## src/rtl/hist_seq_if.sv

```systemverilog
`default_nettype none
// ============================================================================
// Module   : hist_seq_if
// Purpose  : Command, engine-handshake and status bundle for hist_seq_ctrl.
//            master : the sequencer (drives starts/status, reads cmds/dones)
//            slave  : the operator/engine side
// Signals  : origin_hist_ctrl, equalize_ctrl, eqlzed_hist_ctrl  command levels
//            clr/acc/cdf/map _start  one-cycle engine start pulses
//            clr/acc/cdf/map _done   engine completion inputs
//            acc_src, hist_switch, busy, cmd_reject, error, condition_led[3:0]
// Revision : 1.0  initial release
// ============================================================================
interface hist_seq_if;
  logic       origin_hist_ctrl;
  logic       equalize_ctrl;
  logic       eqlzed_hist_ctrl;
  logic       clr_start;
  logic       clr_done;
  logic       acc_start;
  logic       acc_src;
  logic       acc_done;
  logic       cdf_start;
  logic       cdf_done;
  logic       map_start;
  logic       map_done;
  logic       hist_switch;
  logic       busy;
  logic       cmd_reject;
  logic       error;
  logic [3:0] condition_led;

  modport master (
    input  origin_hist_ctrl, equalize_ctrl, eqlzed_hist_ctrl,
    input  clr_done, acc_done, cdf_done, map_done,
    output clr_start, acc_start, acc_src, cdf_start, map_start,
    output hist_switch, busy, cmd_reject, error, condition_led
  );

  modport slave (
    output origin_hist_ctrl, equalize_ctrl, eqlzed_hist_ctrl,
    output clr_done, acc_done, cdf_done, map_done,
    input  clr_start, acc_start, acc_src, cdf_start, map_start,
    input  hist_switch, busy, cmd_reject, error, condition_led
  );
endinterface
`default_nettype wire

```

## src/rtl/hist_seq_ctrl.sv

```systemverilog
`default_nettype none
// ============================================================================
// Module   : hist_seq_ctrl
// Purpose  : Sequencer for the histogram-equalization datapath. Turns operator
//            command levels into ordered clear/accumulate/CDF/remap phases,
//            tracks result validity, auto-chains prerequisites, rejects
//            conflicting commands and guards every phase with a watchdog.
// Ports    : hist_clk  system clock
//            reset     asynchronous active-high reset
//            bus       hist_seq_if.master (commands, engine handshakes, status)
// Revision : 1.0  initial release
// ============================================================================
module hist_seq_ctrl #(
  parameter int TIMEOUT = 200000,
  parameter int CNT_W   = 18
) (
  input  logic       hist_clk,
  input  logic       reset,
  hist_seq_if.master bus
);

  localparam logic [CNT_W-1:0] WD_LAST = CNT_W'(TIMEOUT - 1);
  localparam logic [CNT_W-1:0] WD_ONE  = CNT_W'(1);

  typedef enum logic [2:0] {
    S_IDLE = 3'd0,
    S_CLR  = 3'd1,
    S_ACC  = 3'd2,
    S_CDF  = 3'd3,
    S_MAP  = 3'd4,
    S_ERR  = 3'd5
  } state_t;

  state_t           state_q;
  logic [CNT_W-1:0] wdog_q;
  logic             clr_start_q, acc_start_q, cdf_start_q, map_start_q;
  logic             acc_src_q, hist_switch_q, busy_q, cmd_reject_q, error_q;
  logic             orig_valid_q, map_valid_q, eq_valid_q;
  logic             chain_q;   // equalize was accepted without a valid histogram

  // Command synchronizers and rising-edge detect; bit order {eqlzed, equalize, origin}
  logic [2:0] cmd_raw, sync1_q, sync2_q, prev_q, rise;

  assign cmd_raw = {bus.eqlzed_hist_ctrl, bus.equalize_ctrl, bus.origin_hist_ctrl};

  always_ff @(posedge hist_clk or posedge reset) begin
    if (reset) begin
      sync1_q <= '0;
      sync2_q <= '0;
      prev_q  <= '0;
    end else begin
      sync1_q <= cmd_raw;
      sync2_q <= sync1_q;
      prev_q  <= sync2_q;
    end
  end

  assign rise = sync2_q & ~prev_q;

  // Command arbitration: at most one winner, and one reject pulse covers all losers
  logic go_orig, go_eq, go_eql, rej;

  always_comb begin
    go_orig = 1'b0;
    go_eq   = 1'b0;
    go_eql  = 1'b0;
    rej     = 1'b0;
    case (state_q)
      S_IDLE: begin
        if (rise[0]) begin
          go_orig = 1'b1;
          rej     = rise[1] | rise[2];
        end else if (rise[1]) begin
          go_eq = 1'b1;
          rej   = rise[2];
        end else if (rise[2]) begin
          go_eql = map_valid_q;
          rej    = ~map_valid_q;
        end
      end
      S_ERR: begin
        go_orig = rise[0];
        rej     = rise[0] ? (rise[1] | rise[2]) : (|rise);
      end
      default: rej = |rise;
    endcase
  end

  // A done asserted during the start cycle belongs to a previous run and is ignored
  logic phase_done, in_phase;

  always_comb begin
    phase_done = 1'b0;
    case (state_q)
      S_CLR:   phase_done = bus.clr_done & ~clr_start_q;
      S_ACC:   phase_done = bus.acc_done & ~acc_start_q;
      S_CDF:   phase_done = bus.cdf_done & ~cdf_start_q;
      S_MAP:   phase_done = bus.map_done & ~map_start_q;
      default: phase_done = 1'b0;
    endcase
  end

  assign in_phase = (state_q == S_CLR) || (state_q == S_ACC) ||
                    (state_q == S_CDF) || (state_q == S_MAP);

  always_ff @(posedge hist_clk or posedge reset) begin
    if (reset) begin
      state_q       <= S_IDLE;
      wdog_q        <= '0;
      clr_start_q   <= 1'b0;
      acc_start_q   <= 1'b0;
      cdf_start_q   <= 1'b0;
      map_start_q   <= 1'b0;
      acc_src_q     <= 1'b0;
      hist_switch_q <= 1'b0;
      busy_q        <= 1'b0;
      cmd_reject_q  <= 1'b0;
      error_q       <= 1'b0;
      orig_valid_q  <= 1'b0;
      map_valid_q   <= 1'b0;
      eq_valid_q    <= 1'b0;
      chain_q       <= 1'b0;
    end else begin
      clr_start_q  <= 1'b0;
      acc_start_q  <= 1'b0;
      cdf_start_q  <= 1'b0;
      map_start_q  <= 1'b0;
      cmd_reject_q <= rej;

      if (go_orig) begin
        state_q      <= S_CLR;
        clr_start_q  <= 1'b1;
        wdog_q       <= '0;
        busy_q       <= 1'b1;
        error_q      <= 1'b0;
        acc_src_q    <= 1'b0;
        chain_q      <= 1'b0;
        orig_valid_q <= 1'b0;
        map_valid_q  <= 1'b0;
        eq_valid_q   <= 1'b0;
      end else if (go_eq) begin
        wdog_q  <= '0;
        busy_q  <= 1'b1;
        chain_q <= ~orig_valid_q;
        if (orig_valid_q) begin
          state_q     <= S_CDF;
          cdf_start_q <= 1'b1;
        end else begin
          state_q     <= S_CLR;
          clr_start_q <= 1'b1;
          acc_src_q   <= 1'b0;
        end
      end else if (go_eql) begin
        state_q      <= S_CLR;
        clr_start_q  <= 1'b1;
        wdog_q       <= '0;
        busy_q       <= 1'b1;
        acc_src_q    <= 1'b1;
        chain_q      <= 1'b0;
        orig_valid_q <= 1'b0;   // shared RAM is about to be overwritten
      end else if (in_phase) begin
        if (phase_done) begin
          wdog_q <= '0;
          case (state_q)
            S_CLR: begin
              state_q     <= S_ACC;
              acc_start_q <= 1'b1;
            end
            S_ACC: begin
              if (acc_src_q) begin
                eq_valid_q    <= 1'b1;
                hist_switch_q <= 1'b1;
                state_q       <= S_IDLE;
                busy_q        <= 1'b0;
              end else begin
                orig_valid_q  <= 1'b1;
                hist_switch_q <= 1'b0;
                if (chain_q) begin
                  state_q     <= S_CDF;
                  cdf_start_q <= 1'b1;
                end else begin
                  state_q <= S_IDLE;
                  busy_q  <= 1'b0;
                end
              end
            end
            S_CDF: begin
              state_q     <= S_MAP;
              map_start_q <= 1'b1;
            end
            default: begin
              map_valid_q <= 1'b1;
              eq_valid_q  <= 1'b0;
              chain_q     <= 1'b0;
              state_q     <= S_IDLE;
              busy_q      <= 1'b0;
            end
          endcase
        end else if (wdog_q == WD_LAST) begin
          state_q      <= S_ERR;
          error_q      <= 1'b1;
          busy_q       <= 1'b0;
          chain_q      <= 1'b0;
          wdog_q       <= '0;
          orig_valid_q <= 1'b0;
          map_valid_q  <= 1'b0;
          eq_valid_q   <= 1'b0;
        end else begin
          wdog_q <= wdog_q + WD_ONE;
        end
      end
    end
  end

  assign bus.clr_start     = clr_start_q;
  assign bus.acc_start     = acc_start_q;
  assign bus.acc_src       = acc_src_q;
  assign bus.cdf_start     = cdf_start_q;
  assign bus.map_start     = map_start_q;
  assign bus.hist_switch   = hist_switch_q;
  assign bus.busy          = busy_q;
  assign bus.cmd_reject    = cmd_reject_q;
  assign bus.error         = error_q;
  assign bus.condition_led = {busy_q | error_q, eq_valid_q, map_valid_q, orig_valid_q};

endmodule
`default_nettype wire
```

## src/flat_wrapper.sv

```systemverilog
// flat-port wrapper written by rule: the top's interface ports become plain ports
module hist_seq_ctrl_flat 
#(
  parameter int TIMEOUT = 200000,
  parameter int CNT_W   = 18
)
  (hist_clk, reset, bus_origin_hist_ctrl, bus_equalize_ctrl, bus_eqlzed_hist_ctrl, bus_clr_done, bus_acc_done, bus_cdf_done, bus_map_done, bus_clr_start, bus_acc_start, bus_acc_src, bus_cdf_start, bus_map_start, bus_hist_switch, bus_busy, bus_cmd_reject, bus_error, bus_condition_led);
  hist_seq_if bus_i ();
  input  logic hist_clk;
  input  logic reset;
  input wire logic [$bits(bus_i.origin_hist_ctrl)-1:0] bus_origin_hist_ctrl;
  input wire logic [$bits(bus_i.equalize_ctrl)-1:0] bus_equalize_ctrl;
  input wire logic [$bits(bus_i.eqlzed_hist_ctrl)-1:0] bus_eqlzed_hist_ctrl;
  input wire logic [$bits(bus_i.clr_done)-1:0] bus_clr_done;
  input wire logic [$bits(bus_i.acc_done)-1:0] bus_acc_done;
  input wire logic [$bits(bus_i.cdf_done)-1:0] bus_cdf_done;
  input wire logic [$bits(bus_i.map_done)-1:0] bus_map_done;
  output wire logic [$bits(bus_i.clr_start)-1:0] bus_clr_start;
  output wire logic [$bits(bus_i.acc_start)-1:0] bus_acc_start;
  output wire logic [$bits(bus_i.acc_src)-1:0] bus_acc_src;
  output wire logic [$bits(bus_i.cdf_start)-1:0] bus_cdf_start;
  output wire logic [$bits(bus_i.map_start)-1:0] bus_map_start;
  output wire logic [$bits(bus_i.hist_switch)-1:0] bus_hist_switch;
  output wire logic [$bits(bus_i.busy)-1:0] bus_busy;
  output wire logic [$bits(bus_i.cmd_reject)-1:0] bus_cmd_reject;
  output wire logic [$bits(bus_i.error)-1:0] bus_error;
  output wire logic [$bits(bus_i.condition_led)-1:0] bus_condition_led;
  assign bus_i.origin_hist_ctrl = bus_origin_hist_ctrl;
  assign bus_i.equalize_ctrl = bus_equalize_ctrl;
  assign bus_i.eqlzed_hist_ctrl = bus_eqlzed_hist_ctrl;
  assign bus_i.clr_done = bus_clr_done;
  assign bus_i.acc_done = bus_acc_done;
  assign bus_i.cdf_done = bus_cdf_done;
  assign bus_i.map_done = bus_map_done;
  assign bus_clr_start = bus_i.clr_start;
  assign bus_acc_start = bus_i.acc_start;
  assign bus_acc_src = bus_i.acc_src;
  assign bus_cdf_start = bus_i.cdf_start;
  assign bus_map_start = bus_i.map_start;
  assign bus_hist_switch = bus_i.hist_switch;
  assign bus_busy = bus_i.busy;
  assign bus_cmd_reject = bus_i.cmd_reject;
  assign bus_error = bus_i.error;
  assign bus_condition_led = bus_i.condition_led;
  hist_seq_ctrl #(.TIMEOUT(TIMEOUT), .CNT_W(CNT_W)) u_core (.hist_clk(hist_clk), .reset(reset), .bus(bus_i));
endmodule
```

## config.mk

```make
export PLATFORM = sky130hd
export DESIGN_NAME = hist_seq_ctrl_flat
export DESIGN_NICKNAME = d
export VERILOG_FILES = /design/src/rtl/hist_seq_if.sv /design/src/rtl/hist_seq_ctrl.sv /design/src/flat_wrapper.sv
export SDC_FILE = /design/constraint.sdc
export NUM_CORES = 1
export LEC_CHECK = 0
export ABC_AREA = 0
export CORE_ASPECT_RATIO = 1.1
export CORE_MARGIN = 2
export CORE_UTILIZATION = 40
export CTS_CLUSTER_SIZE = 10
export DETAILED_ROUTE_END_ITERATION = 6
export GPL_TIMING_DRIVEN = 0
export HOLD_SLACK_MARGIN = 0.08
export MAX_ROUTING_LAYER = met4
export PLACE_DENSITY_LB_ADDON = 0.1
export REMOVE_ABC_BUFFERS = 1
export SYNTH_ARGS = -nofsm -noshare
export SYNTH_HDL_FRONTEND = slang
export SYNTH_SLANG_ARGS = --single-unit
export TNS_END_PERCENT = 100
```

## constraint.sdc

```tcl
create_clock -name hist_clk -period 4.2 [get_ports hist_clk]
set_input_delay 0.63 -clock hist_clk [delete_from_list [all_inputs] [get_ports hist_clk]]
set_output_delay 0.63 -clock hist_clk [all_outputs]
set_load 0.01 [all_outputs]
```

Word level (Yosys, flattened, before mapping)
Index checks and enable logic that the tools add are counted.
Storage, ports and cells
  logic and storage cells: 180
  register bits after elaboration: 43
  output and inout bits: 13
  bits of input ports: 9
Operators by class
  equality and inequality tests: 18
  muxes and demuxes: 102
  add/sub/neg operators: 1
  reduce and logical (&&, ||, !) cells: 24
  bitwise logic cells: 17
Operators with widths (count)
  18-bit 2-to-1 mux: 6
  1-bit 2-to-1 mux: 81
  3-bit 2-to-1 mux: 7
  18-bit by 1-bit adder with 18-bit output (second input constant): 1
  18-bit equality test (second input constant): 1
  5-bit AND reduction: 3
  6-bit AND reduction: 2
  5-bit by 2-bit != test with 1-bit output (second input constant): 2
  1-bit NOT: 9
  3-bit case mux with 3 select lines: 1
  3-bit nonzero test: 3
  4-bit by 2-bit != test with 1-bit output (second input constant): 2
  1-bit case mux with 2 select lines: 4
  4-bit nonzero test: 2
  7-bit by 6-bit != test with 1-bit output (second input constant): 1
  3-bit by 2-bit equality test with 1-bit output (second input constant): 2
  3-bit equality test (second input constant): 2
  2-bit by 1-bit != test with 1-bit output (second input constant): 3
  3-bit by 2-bit != test with 1-bit output (second input constant): 2
  3-bit OR reduction: 2
  5-bit nonzero test: 1
  1-bit AND: 4
  2-bit 2-to-1 mux: 2
  4-bit != test (second input constant): 1
  other kinds (13): 18

Logic depth before layout (Yosys ltp)
  word-level depth: 9
  depth in mapped cells: 9

Worst setup path after synthesis
Ideal clock, no wire load.
  path type: input to register
  start point: input bus_clr_done
  end point: register u_core.eq_valid_q
  slack: 2.139 ns
  stages: 6
  data required time: 4.124 ns
  arrival time: 1.985 ns
  path through: nand2_1 or4_1 and4_4 buf_6 or4b_1 o21ai_1
On the way
  word-level cells in the longest chain between the ends: 7
  elaborated cells between the ends (all ways): 11
Ends and longest elaborated chain
  from (decl): line flat_wrapper.sv:14  | input wire logic [$bits(bus_i.clr_done)-1:0] bus_clr_done;
  1-bit AND *: line hist_seq_ctrl.sv:95  | S_CLR: phase_done = bus.clr_done & ~clr_start_q;
  1-bit case mux with 4 select lines *: line hist_seq_ctrl.sv:94  | case (state_q)
  1-bit 2-to-1 mux: line hist_seq_ctrl.sv:162  | if (phase_done) begin
  1-bit 2-to-1 mux: line hist_seq_ctrl.sv:161  | end else if (in_phase) begin
  1-bit 2-to-1 mux: line hist_seq_ctrl.sv:153  | end else if (go_eql) begin
  1-bit 2-to-1 mux: line hist_seq_ctrl.sv:141  | end else if (go_eq) begin
  1-bit 2-to-1 mux: line hist_seq_ctrl.sv:130  | if (go_orig) begin
  to (signal assigned): line hist_seq_ctrl.sv:121  | eq_valid_q <= 1'b0;
  to (signal assigned): line hist_seq_ctrl.sv:140  | eq_valid_q <= 1'b0;
  to (signal assigned): line hist_seq_ctrl.sv:171  | eq_valid_q <= 1'b1;
  to (decl): line hist_seq_ctrl.sv:38  | logic orig_valid_q, map_valid_q, eq_valid_q;
Every way passes the cells marked *; elsewhere a longest branch is shown, timed or not. The select of a mux whose other input is x is not followed.
A chain may end at the register's enable or synchronous reset.

Worst setup path after layout
  start point: register u_core.wdog_q[0]
  end point: register u_core.wdog_q[2]
On the way
  word-level cells in the longest chain between the ends: 7
  elaborated cells between the ends (all ways): 8
Ends and longest elaborated chain
  from (decl): line hist_seq_ctrl.sv:35  | logic [CNT_W-1:0] wdog_q;
  from (signal assigned): line hist_seq_ctrl.sv:209  | wdog_q <= wdog_q + WD_ONE;
  18-bit by 1-bit adder with 18-bit output / 18-bit equality test (equally long branches): line hist_seq_ctrl.sv:209, hist_seq_ctrl.sv:199
  18-bit 2-to-1 mux *: line hist_seq_ctrl.sv:199  | end else if (wdog_q == WD_LAST) begin
  18-bit 2-to-1 mux *: line hist_seq_ctrl.sv:162
  18-bit 2-to-1 mux *: line hist_seq_ctrl.sv:161
  18-bit 2-to-1 mux *: line hist_seq_ctrl.sv:153
  18-bit 2-to-1 mux *: line hist_seq_ctrl.sv:141
  18-bit 2-to-1 mux *: line hist_seq_ctrl.sv:130
Marked as above.

==> metrics <==
CTS H-Tree Depth 2; Num CTS Buffers 5; Worst EP arrival 2.91 ns; vias per cell 5.53; Post-synth EDFFs 0; hold path depth 0; Antenna Cells 0; area added between synthesis and finish 15.5%; ratio of cells with drive above 1 in the final layout 0.0830; global placer's final weighted congestion 0.805; Slew HR 0.473; Final min period 2.71 ns; ys flop type dfrtp_1; area taken by multi-input logic gates 0.00107 mm^2; setup_tns 0 ns; initial DRC count 163; Worst Setup Start Kind flip-flop; Mapped Area 0.00227 mm^2; global route overflow 0; ys async rst share 1.00; vias in the first global route 1,701; hold_buf cts 0; RSZ-0062 raised after global routing false; cells along the critical path ha_1, and2_1, and4b_1, a21oi_2, nand3_1, o311ai_1; critical path type reg -> reg; I/O pins 22; clock skew 0.00814 ns; worst r2r path cells 6; Area after DPL 0.00250 mm^2; largest cells by area after synthesis dfrtp_1 47%, nand2_1 5.1%, a21oi_1 3.3%, nand4_1 3.3%, or3_1 2.8%; largest net degree at the start of global routing 28; Synth cell types 55; area occupied by registers 0.00108 mm^2; met2 usage 0.248; Die X 75.8 um; DRC violations left 0; Critical-path top delay cell a21oi_2; fill count 529; Achievable Freq 0.369 GHz; TritonCTS Sinks 43; Syn Area/Cell 9.56 um^2; Die Footprint 0.00628 mm^2; Nets 262; PortBufs 21; Initial Util 0.417; clk buf depth 2; PwrDens 299 mW/mm^2; Final setup viols 0; Final HPWL DP 3360 um; Final Max Slew Viols 0; max-cap violations 0; Root Buffer clkbuf_8; final wirelength 4860 um; cell taking the most area after synthesis dfrtp_1; count leader, synth dfrtp_1; CP Max Fanout 17; Gate Count Post-Synth 237; met3 GRT Util 0.0364; static leakage 0.00109 uW; final instance area 0.00262 mm^2; most frequent cells after synthesis 43 x dfrtp_1, 31 x nand2_1, 15 x a21oi_1, 13 x nor2_1, 12 x nand4_1; core region area 0.00543 mm^2; R2R setup slack 1.49 ns; wire per inst 14.8 um; sequential element share of the synthesized area 0.475; peak supply drop 0.176 mV; post-cts resize count 0; Post-DRT Antenna Nets 0; Skew-Pair Late Insertion Delay 0.31 ns; first-pass GRT wire length 8470 um; drt pass-1 iters 4; share of the synthesized area in the top cell type 0.475; Top Usage Layer GRT met1; Crit. End Element flip-flop; vias post-DR 1,814; total track usage 0.175; Hold Violations, Final 0; class of the worst hold path reg -> reg; clock-pin slew on the worst setup and hold paths 0.08 ns; met1 Use GR 0.257; synth warn 0; setup bufs post-CTS 0; outcome finished, final reports clean; Crit path largest cell delay 0.65 ns; initial antenna violation count 0; WP data required 4.40 ns; Final period util 0.646; row count 28; CTS tree built; Die Span Y 82.9 um; Synth Register Bits 43; Tightest Pin Transition 0.791 ns
[through the flow]
step / power (uW) / worst slack (ns) / instances / util / hold WS [ns]
6_report: 783 / 1.49 / 328 / 0.482 / 0.356
5_1_grt: 811 / 1.27 / 328 / 0.482 / 0.371
3_5_place_dp: 467 / 1.51 / 320 / 0.461 / 0.340
4_1_cts: 793 / 1.51 / 328 / 0.482 / 0.360
2_1_floorplan: 447 / 2.05 / 223 / - / 0.331
3_3_place_gp: 463 / 1.50 / 319 / 0.456 / 0.332
[worst max-delay path: cells and delay by family (launching register included)]
family	cells	cell delay [ns]
and+or+nand+nor	3	0.97
adders and majority gates	1	0.23
AOI/OAI and AO/OA	2	0.98
DFF	1	0.42
[routing by layer]
metal	vias up	wire, um
met2	54	2250
met5	-	0
met3	5	228
li1	892	-
met1	863	2320
met4	0	59
[flip-flops by register name, indices dropped and copies added (netlist names)]
name and cells:
u_core.prev_q 3, u_core.orig_valid_q 1, u_core.chain_q 1, u_core.bus.error 1
u_core.bus.busy 1, u_core.eq_valid_q 1, u_core.state_q 3, u_core.sync1_q 3
u_core.bus.cmd_reject 1, u_core.bus.acc_src 1, u_core.bus.clr_start 1, u_core.bus.acc_start 1
u_core.sync2_q 3, u_core.bus.map_start 1, u_core.bus.cdf_start 1, u_core.wdog_q 18
u_core.bus.hist_switch 1, u_core.map_valid_q 1
[final timing paths]
kind | from | to
setup reg to reg | u_core.wdog_q[0] | u_core.wdog_q[2]
min in group asynchronous | reset | u_core.bus.cmd_reject
hold reg to reg | u_core.sync1_q[1] | u_core.sync2_q[1]
setup / recovery | u_core.wdog_q[0] | u_core.wdog_q[2]
hold / removal | u_core.sync1_q[1] | u_core.sync2_q[1]
max in group asynchronous | reset | u_core.wdog_q[5]
[placed cells by master, fill, tap and decap left out, types with 2 or more instances in the layout]
| cell type | instances |
|---|---|
| nand2b_1 | 5 |
| a31oi_1 | 2 |
| clkbuf_8 | 5 |
| and3_1 | 3 |
| nor4bb_1 | 2 |
| o21ai_1 | 5 |
| o21ai_0 | 8 |
| nor3_1 | 4 |
| or3_1 | 10 |
| nor2_1 | 13 |
| and2_1 | 4 |
| a21o_1 | 2 |
| clkdlybuf4s50_1 | 21 |
| a41oi_1 | 2 |
| o31ai_1 | 3 |
| o211ai_1 | 6 |
| inv_1 | 7 |
| or4_1 | 4 |
| and4_1 | 2 |
| a21oi_1 | 15 |
| nand3_1 | 7 |
| dfrtp_1 | 43 |
| nand2_1 | 31 |
| nand4_1 | 12 |
| nor2b_1 | 4 |
[logic make-up (layout without fill, tap and decap cells)]
| family | Yosys count | count (layout) | synth area share |
|---|---|---|---|
| simple gates | 112 | 112 | 0.279 |
| fa+ha+maj | 1 | 1 | 0.00552 |
| flops | 43 | 43 | 0.475 |
| xor+xnor | 2 | 2 | 0.00773 |
| compound gates | 57 | 57 | 0.178 |
| buf+inv | 22 | 38 | 0.0547 |
[power breakdown]
part / internal [uW] / total [uW] / switching, uW
Clock: 177 / 326 / 149
Sequential: 420 / 423 / 3.12
Combinational: 17.4 / 34.0 / 16.6
[cell type report]
cell class,count,share of cell area
flip-flops and latches,43,0.411
multi-input cells,172,0.407
repair buffers,22,0.0909
clock inverters,3,0.0167
clock buffers,5,0.0263
inverters,8,0.0115
well taps,75,0.0359
No activity file was read; power rests on OpenSTA's default activity.
